--- src/rtl/des_pkg.sv ---
// des_pkg: shared definitions for the DES key-expander arbiter.
//   DES_KEY_W  - width of a DES key
//   DES_KX_LAT - cycles from the expander's key-load pulse to its "key ok"
//   des_state_e - arbiter FSM state encoding
package des_pkg;

  localparam int DES_KEY_W  = 64;
  localparam int DES_KX_LAT = 16;

  typedef enum logic [1:0] {
    ST_IDLE = 2'd0,
    ST_LOAD = 2'd1,
    ST_WAIT = 2'd2,
    ST_OWN  = 2'd3
  } des_state_e;

endpackage

--- src/rtl/des_rr_arb.sv ---
// des_rr_arb: combinational round-robin picker.
// Ports:
//   req_i  - request vector
//   ptr_i  - highest-priority index for this pick
//   gnt_o  - one-hot winner (first set bit at or after ptr_i, wrapping)
//   idx_o  - binary index of the winner
//   any_o  - at least one request is set
module des_rr_arb
  import des_pkg::*;
#(
  parameter int NREQ = 4
) (
  input  logic [NREQ-1:0]         req_i,
  input  logic [$clog2(NREQ)-1:0] ptr_i,
  output logic [NREQ-1:0]         gnt_o,
  output logic [$clog2(NREQ)-1:0] idx_o,
  output logic                    any_o
);

  localparam int IW = $clog2(NREQ);

  logic [IW-1:0] cand;
  logic          found;

  always_comb begin
    gnt_o = '0;
    idx_o = '0;
    cand  = '0;
    found = 1'b0;
    for (int i = 0; i < NREQ; i++) begin
      // Walk the ring starting at the pointer; modulo keeps non-power-of-2 NREQ in range.
      cand = IW'((int'(ptr_i) + i) % NREQ);
      if (!found && req_i[cand]) begin
        found        = 1'b1;
        idx_o        = cand;
        gnt_o[cand]  = 1'b1;
      end
    end
  end

  assign any_o = |req_i;

endmodule

--- src/rtl/des_key_arb.sv ---
// des_key_arb: shares one DES key-expansion engine among NREQ requesters.
// Requests are served round-robin; a request whose key is already expanded
// is granted straight from the cache, otherwise the key is loaded into the
// expander and the grant follows its "key ok".
// Ports:
//   i_clk, i_rst_n - clock, asynchronous active-low reset
//   i_req          - per-requester request (held until granted and while owning)
//   i_key          - per-requester 64-bit keys, requester n at [64n+63:64n]
//   i_rel          - per-requester release pulse (honoured only for the owner in OWN)
//   o_gnt          - one-hot grant; round keys valid for the owner while high
//   o_kx_key       - key presented to the expander
//   o_kx_key_en    - one-cycle key-load pulse to the expander
//   i_kx_ok        - expander "all round keys valid"
//   o_busy         - FSM not in IDLE
//   o_hit          - one-cycle pulse when a grant is served from cache
//
// state | meaning
// IDLE  | waiting for a request; picks the round-robin winner
// LOAD  | key-load pulse to the expander, cache invalid
// WAIT  | expansion in progress; first cycle ignores i_kx_ok
// OWN   | winner holds the round keys until release or request drop
module des_key_arb
  import des_pkg::*;
#(
  parameter int NREQ  = 4,
  parameter bit REUSE = 1'b1
) (
  input  logic                      i_clk,
  input  logic                      i_rst_n,
  input  logic [NREQ-1:0]           i_req,
  input  logic [DES_KEY_W*NREQ-1:0] i_key,
  input  logic [NREQ-1:0]           i_rel,
  output logic [NREQ-1:0]           o_gnt,
  output logic [DES_KEY_W-1:0]      o_kx_key,
  output logic                      o_kx_key_en,
  input  logic                      i_kx_ok,
  output logic                      o_busy,
  output logic                      o_hit
);

  localparam int            IW   = $clog2(NREQ);
  localparam logic [IW-1:0] LAST = IW'(NREQ - 1);

  des_state_e            state_q;
  logic [IW-1:0]         ptr_q;
  logic [IW-1:0]         idx_q;
  logic [DES_KEY_W-1:0]  key_q;
  logic [DES_KEY_W-1:0]  cache_key_q;
  logic                  cache_vld_q;
  logic                  first_q;

  logic [NREQ-1:0]       arb_gnt;
  logic [IW-1:0]         arb_idx;
  logic                  arb_any;
  logic [DES_KEY_W-1:0]  req_key;
  logic [NREQ-1:0]       own_oh;
  logic                  owner_req;
  logic                  owner_rel;
  logic                  cache_hit;

  des_rr_arb #(.NREQ(NREQ)) u_rr (
    .req_i (i_req),
    .ptr_i (ptr_q),
    .gnt_o (arb_gnt),
    .idx_o (arb_idx),
    .any_o (arb_any)
  );

  assign req_key   = i_key[arb_idx*DES_KEY_W +: DES_KEY_W];
  assign own_oh    = {{(NREQ-1){1'b0}}, 1'b1} << idx_q;
  assign owner_req = |(i_req & own_oh);
  assign owner_rel = |(i_rel & own_oh);
  assign cache_hit = (REUSE != 1'b0) && cache_vld_q && (req_key == cache_key_q);

  always_ff @(posedge i_clk or negedge i_rst_n) begin
    if (!i_rst_n) begin
      state_q     <= ST_IDLE;
      ptr_q       <= '0;
      idx_q       <= '0;
      key_q       <= '0;
      cache_key_q <= '0;
      cache_vld_q <= 1'b0;
      first_q     <= 1'b0;
      o_gnt       <= '0;
      o_kx_key    <= '0;
      o_kx_key_en <= 1'b0;
      o_busy      <= 1'b0;
      o_hit       <= 1'b0;
    end else begin
      o_kx_key_en <= 1'b0;
      o_hit       <= 1'b0;
      case (state_q)
        ST_IDLE: begin
          if (arb_any) begin
            idx_q  <= arb_idx;
            key_q  <= req_key;
            o_busy <= 1'b1;
            if (cache_hit) begin
              state_q <= ST_OWN;
              o_gnt   <= arb_gnt;
              o_hit   <= 1'b1;
            end else begin
              // Expander contents become stale the moment a new load starts.
              state_q     <= ST_LOAD;
              o_kx_key    <= req_key;
              o_kx_key_en <= 1'b1;
              cache_vld_q <= 1'b0;
            end
          end
        end
        ST_LOAD: begin
          state_q <= ST_WAIT;
          first_q <= 1'b1;
        end
        ST_WAIT: begin
          first_q <= 1'b0;
          // A stale "ok" from a previous key may still be visible in the first cycle.
          if (!first_q && i_kx_ok) begin
            cache_key_q <= key_q;
            cache_vld_q <= 1'b1;
            if (owner_req) begin
              state_q <= ST_OWN;
              o_gnt   <= own_oh;
            end else begin
              state_q <= ST_IDLE;
              o_busy  <= 1'b0;
            end
          end
        end
        ST_OWN: begin
          if (owner_rel || !owner_req) begin
            state_q <= ST_IDLE;
            o_gnt   <= '0;
            o_busy  <= 1'b0;
            ptr_q   <= (idx_q == LAST) ? '0 : idx_q + 1'b1;
          end
        end
        default: state_q <= ST_IDLE;
      endcase
    end
  end

endmodule

--- config.mk ---
export PLATFORM = sky130hd
export DESIGN_NAME = des_key_arb
export DESIGN_NICKNAME = d
export VERILOG_FILES = /design/src/rtl/des_pkg.sv /design/src/rtl/des_rr_arb.sv /design/src/rtl/des_key_arb.sv
export SDC_FILE = /design/constraint.sdc
export NUM_CORES = 1
export LEC_CHECK = 0
export ABC_AREA = 0
export BUFFER_PORTS_ARGS = -buffer_cell sky130_fd_sc_hd__buf_4
export CELL_PAD_IN_SITES_DETAIL_PLACEMENT = 1
export CELL_PAD_IN_SITES_GLOBAL_PLACEMENT = 1
export CORE_ASPECT_RATIO = 0.9
export CORE_MARGIN = 4
export CORE_UTILIZATION = 30
export CTS_CLUSTER_SIZE = 8
export DETAILED_ROUTE_END_ITERATION = 12
export GPL_TIMING_DRIVEN = 0
export HOLD_SLACK_MARGIN = 0.03
export PLACE_DENSITY = 0.62
export SLEW_MARGIN = 10
export SYNTH_ARGS = -nofsm -noshare
export SYNTH_HDL_FRONTEND = slang
export SYNTH_SLANG_ARGS = --single-unit
export TNS_END_PERCENT = 20
--- constraint.sdc ---
create_clock -name i_clk -period 6.75 [get_ports i_clk]
set_input_delay 1.0125 -clock i_clk [delete_from_list [all_inputs] [get_ports i_clk]]
set_output_delay 1.0125 -clock i_clk [all_outputs]
set_load 0.05 [all_outputs]
# After elaboration in Yosys (flattened, before gate mapping)
# Cells that the tools add are included.
[totals] register_bits=207 input_bits=267 output_inout_bits=71 elab_cells=130
[classes] add_sub_neg=4 n_lt_le_gt_ge=8 n_eq_ne=12 shifts=2 mux=56 bitwise_logic=6 reduce_logical=30
[ops] op="indexed part select 256 x 9 -> 64 bit" n=1
[ops] op="== test 64 bit" n=1
[ops] op="2-to-1 mux 4 bit" n=9
[ops] op="2-to-1 mux 1 bit" n=24
[ops] op="2-to-1 mux 2 bit" n=10
[ops] op="!= test 2 bit, second input constant" n=7
[ops] op="< comparator 2 x 3 -> 1 bit, second input constant" n=4
[ops] op="bitwise OR 4 bit" n=3
[ops] op="case mux 4 bit (3 select lines)" n=1
[ops] op="OR reduction 4 bit" n=3
[ops] op="logical AND 1 bit" n=9
[ops] op="bitwise AND 4 bit" n=2
[ops] op="binary-select mux 1 bit (select 2 bit)" n=4
[ops] op="demux 1 bit (select 2 bit)" n=4
[ops] op="greater-or-equal comparator 2 x 1 -> 1 bit, second input constant" n=4
[ops] op="case mux 2 bit (4 select lines)" n=1
[ops] op="== test 2 bit, second input constant" n=3
[ops] op="AND reduction 2 bit" n=3
[ops] op="AND reduction 3 bit" n=2
[ops] op="AND reduction 6 bit" n=1
[ops] op="zero test 1 bit" n=5
[ops] op="AND reduction 5 bit" n=1
[ops] op="adder 2 x 1 -> 2 bit, second input constant" n=2
[ops] op="adder 2 bit, second input constant" n=2
[ops] op="10 further kinds" n=12

# Depth between registers and ports, before layout
[logic_depth] word_depth=18 depth_mapped=28 ltp_nobuf=15

# Modules after synthesis
# A second synthesis with hierarchy kept.
[hier_totals] hier_cells=1009 area_unflattened_um2=11541.1
[modules_own_cells] module="des_key_arb" n_inst=1 cells_each=962 area_per_inst_um2=11114.4 seq_area_each_um2=5180.0
[modules_own_cells] module="des_rr_arb" n_inst=1 cells_each=47 area_per_inst_um2=426.7 seq_area_each_um2=0.0

# Worst setup path after synthesis
# OpenSTA, ideal clock, no wires.
[synth_timing] path_type="reg-to-reg" from="register ptr_q[0]" to="register o_kx_key[25]" setup_ns=0.125 t_arrival_ns=5.647 required_time_ns=6.625 slack_ns=0.978 stages_incl_launch_ff=25 n_path_buf=11 period_less_slack_ns=5.772 cell_sequence="dfrtp_1 -> buf_4 -> buf_4 -> inv_2 -> buf_1 -> clkbuf_1 -> buf_1 -> ha_1 -> buf_2 -> mux4_2 -> buf_2 -> nand3b_2 -> nand2_4 -> buf_2 -> o21ai_1 -> or4_1 -> nor4_1 -> nand4_1 -> nor4_4 -> nand2b_1 -> buf_4 -> inv_2 -> buf_6 -> buf_6 -> mux2_4"
[synth_via] elab_chain_len=17 elab_cells_between_ends=29 classes_between="3 x add/sub; 1 x eq/ne; 1 x shift; 15 x mux; 1 x bitwise; 8 x reduce/logical"
[synth_lines] item="start: declaration" line_no="des_key_arb.sv:45" source="logic [IW-1:0] ptr_q;"
[synth_lines] item="start signal: assignment" line_no="des_key_arb.sv:135" source="ptr_q <= (idx_q == LAST) ? '0 : idx_q + 1'b1;"
[synth_lines] item="parallel branches: the longest is 11 deep, another holds adder 2 x 1 -> 2 bit"
[synth_lines] item="2-to-1 mux 2 bit (*)" line_no="des_rr_arb.sv:33" source="if (!found && req_i[cand]) begin"
[synth_lines] item="indexed part select 256 x 9 -> 64 bit (*)" line_no="des_key_arb.sv:69" source="assign req_key = i_key[arb_idx*DES_KEY_W +: DES_KEY_W];"
[synth_lines] item="== test 64 bit" line_no="des_key_arb.sv:73" source="assign cache_hit = (REUSE != 1'b0) && cache_vld_q && (req_key == cache_key_q);"
[synth_lines] item="logical AND 1 bit" line_no="des_key_arb.sv:73"
[synth_lines] item="NOT 1 bit (no source line)"
[synth_lines] item="AND reduction 3 bit (no source line)"
[synth_lines] item="end signal: assignment" line_no="des_key_arb.sv:105" source="o_kx_key <= req_key;"
[synth_lines] item="end: declaration" line_no="des_key_arb.sv:34" source="output logic [DES_KEY_W-1:0] o_kx_key,"
# Every way passes the cells marked *. The select of a mux whose other input is x is not followed.
# A chain may end at the register's enable or synchronous reset.

# Final worst setup path
# Ends and elaborated chain as after synthesis.

==> results.sh <==
export IMPL_status="finished, violations left"
export IMPL_violations="negative setup slack"
export IMPL_synth_ff_type="dfrtp_1"
export IMPL_dieArea_mm2=0.0493
export IMPL_nets=2164
export IMPL_layout_drive_gt1_share_pct=34.8
export IMPL_post_drt_wl_per_cell_um=33.1
export IMPL_path_max_fanout=11
export IMPL_synth_top_family_by_area="compound AO/OA/AOI/OAI gates"
export IMPL_grt_usage_pct=32.2
export IMPL_synth_xor_area_share_pct=1.85
export IMPL_hpwl_um=63800
export IMPL_leakage_nw=8.47
export IMPL_top_level_ports=338
export IMPL_seq_area_frac_synth_pct=37.7
export IMPL_cts_buffer_depth=3
export IMPL_fin_cells=2499
export IMPL_synth_distinct_cells=91
export IMPL_max_slew_margin_pct=15.9
export IMPL_layout_min_cycle_time_ps=6750
export IMPL_power_density_mw_per_mm2=693
export IMPL_required_ps=7190
export IMPL_antenna_left=0
export IMPL_clkPwrFrac_pct=11.1
export IMPL_syn_area_mm2=0.0137
export IMPL_fin_tns_setup_ps=-0.626
export IMPL_cts_buffers=31
export IMPL_clk_latency_ps=570
export IMPL_clk_pin_slew_ps=50
export IMPL_cp_end_kind="register"
export IMPL_core_mm2=0.0454
export IMPL_p_sw_mw=7.15
export IMPL_cp_start_kind="register"
export IMPL_crit_arrival_ps=7190
export IMPL_synth_cells=1488
export IMPL_die_x_um=234
export IMPL_placementRows=74
export IMPL_grt_pass1_wl_um=114000
export IMPL_port_buffers=336
export IMPL_place_gp_congestion=0.985
export IMPL_drc=0
export IMPL_fmax_mhz=148
export IMPL_ir_drop_v=0.000329
export IMPL_ys_warn_count=0
export IMPL_fin_util_pct=40.7
export IMPL_maxSlewViolCount=0
export IMPL_cts_root_buffer="clkbuf_16"
export IMPL_clock_sinks=207
export IMPL_fin_ws_ps=-0.626
export IMPL_drtIter0Drc=1528
export IMPL_antenna_found_initial=1
export IMPL_maxCapViolCount=0
export IMPL_comb_power_share_pct=70.7
export IMPL_startpoint="ptr_q[0]"
export IMPL_setup_viol=1
export IMPL_fin_crit_sh_pct=100
export IMPL_area_delta_synth_final_pct=34.4
export IMPL_fin_total_pwr_mw=12.8
export IMPL_die_h_um=211
export IMPL_grt_max_degree=98
export IMPL_p_seq_share_pct=18.1
export IMPL_ys_ff_latch=207
export IMPL_synthAdderAreaFrac_pct=1.09
export IMPL_synthesis_nets=1767
export IMPL_synthSimpleGateAreaFrac_pct=15.5
export IMPL_start_util_pct=30.3
export IMPL_reg2reg_from="ptr_q[0]"
export IMPL_synth_compound_area_share_pct=21.7
export IMPL_synth_async_reset_ratio_pct=100
export IMPL_ctsHoldBuffers=0
export IMPL_tightest_slew_ps=1260
export IMPL_finClkSkew_ps=19.6
export IMPL_dr_pass1_iters=7
export IMPL_cts_tree="done"
export IMPL_synth_edf_count=0
export IMPL_wirelength_um=82800
export IMPL_grt_overflow=0
export IMPL_internal_power_mw=5.65
export IMPL_hold_viol=0
export IMPL_fillers=5266
export IMPL_hold_slack_ps=332
export IMPL_grt_pass1_vias=15100
export IMPL_worstSetupPathType="register to register"
export IMPL_h_tree_depth=1
export IMPL_swShare_pct=55.9
export IMPL_synth_mux_area_share_pct=17.0
export IMPL_num_vias=15000
export IMPL_avgViaCountPerCell=6.01
export IMPL_antenna_cells_inserted=0
export IMPL_dp_cells=2434
export IMPL_avgSynthCellArea_um2=9.24
export IMPL_hp_class="primary input to async pin"
stage by stage:
stage               setup WS (ps)  cell area [um^2]
finish                     -0.626             18500
floorplan                     978             13700
global route                -2.58             18500
CTS                          2.02             18300
global placement            -3060             17000
detailed placement          -3020             17100
worst max-delay path, cell delays in order (launching register included):
cell,delay (ps)
dfrtp_1,420
buf_6,160
buf_8,150
inv_6,130
buf_8,180
buf_8,180
buf_12,180
ha_1,250
buf_4,170
mux4_2,240
nand2b_1,240
a21oi_2,560
nand2_1,470
clkbuf_2,420
nand2_1,160
a31oi_1,230
a2111oi_0,650
nand3_1,250
nor4_4,310
buf_4,190
nand2b_1,130
buf_6,220
inv_2,60
buf_6,150
buf_6,170
mux2_4,310
power by group through the flow:
stage                     Clock [mW]  Combinational, mW  Sequential [mW]
after detailed placement           0               8.34             2.32
after CTS                       1.45               8.71             2.31
final                           1.43               9.05             2.32
after floorplan                    0               4.22             2.89
after global placement             0               8.26             2.29
after global routing            1.49               9.35             2.38
timing repair:
item,4_1_cts,5_1_grt
pin swaps,6,2
resized for setup,64,27
setup buffers,21,5
endpoints found under the setup margin,108,72
registers in the layout, summed over array words and instances (netlist names):
signal       flops
cache_key_q     64
cache_vld_q      1
first_q          1
idx_q            2
key_q           64
o_busy           1
o_gnt            4
o_hit            1
o_kx_key        64
o_kx_key_en      1
ptr_q            2
state_q          2
cell families after synthesis:
logic type	Yosys count
AND/OR/NAND/NOR	466
AO/OA/AOI/OAI	414
flip-flops	207
multiplexers	206
buffers and inverters	154
XOR/XNOR	29
adder cells (fa/ha/maj)	12
layout by cell type (no fill, tap or decap), types with 10 or more instances in the layout:
cell,n
a31oi_1,11
buf_6,13
a21oi_1,51
o211ai_1,21
ha_1,12
buf_4,372
mux2i_1,68
a222oi_1,10
inv_1,33
a22oi_1,24
nand3_1,65
dfrtp_1,207
xnor2_1,13
and2_1,10
mux2_2,118
nand2_1,262
nor2_1,31
or3_1,13
clkbuf_1,43
o2bb2ai_1,26
clkbuf_16,31
nand4_1,12
and3_1,13
xor2_1,16
buf_2,31
a221oi_1,35
o21ai_0,84
nand2b_1,10
nor3_1,12
o22ai_1,21
a221o_1,12
final cells by class:
cell class                      instances  area, um^2  area share (%)
Clock inverter                          4        23.8           0.129
Timing Repair Buffer                  364        2780            15.0
Sequential cell                       207        5180            28.0
Clock buffer                           35         831            4.50
Multi-Input combinational cell       1127        8070            43.7
Buffer                                119         698            3.78
Inverter                               35         136           0.738
Tap cell                              608         761            4.12
worst paths after layout:
path	to	slack (ps)	cells after the start
min reg2reg	key_q[17]	470	2
max in group asynchronous	o_gnt[1]	5170	3
max	o_kx_key[25]	-0.6	25
max reg2reg	o_kx_key[25]	-0.6	25
min in group i_clk	key_q[17]	470	2
min	o_kx_key[17]	330	1
Yosys cell counts (9+ instances only):
library cell / number / area share, %
nand3_1: 65 / 2.4
buf_2: 37 / 1.3
and3_1: 13 / 0.59
a31oi_1: 14 / 0.64
dfrtp_1: 207 / 38
a21oi_1: 51 / 1.9
buf_4: 12 / 0.66
and2_1: 10 / 0.46
buf_1: 15 / 0.41
nand2b_1: 10 / 0.46
o22ai_1: 24 / 1.1
nor2_1: 31 / 0.85
a221oi_1: 39 / 2.5
a222oi_1: 10 / 0.73
a21o_1: 9 / 0.49
xor2_1: 16 / 1.0
clkbuf_1: 51 / 1.4
or3_1: 13 / 0.59
xnor2_1: 13 / 0.83
nand4_1: 12 / 0.55
mux2_4: 9 / 0.98
a221o_1: 12 / 0.87
nand2_1: 264 / 7.2
o2bb2ai_1: 26 / 1.7
o211ai_1: 21 / 1.1
mux2i_1: 71 / 5.2
inv_1: 33 / 0.90
nor3_1: 12 / 0.44
a22oi_1: 25 / 1.4
o21ai_0: 85 / 3.1
mux2_2: 118 / 9.7
ha_1: 12 / 1.1
metal layers:
layer	track usage (%)	routed length, um	vias to the layer above
li1	-	-	6337
met1	44.3	35200	7785
met2	52.4	38200	767
met3	5.49	6490	141
met4	8.87	2920	0
met5	0	0	-
Power figures use the tool's default switching activity.
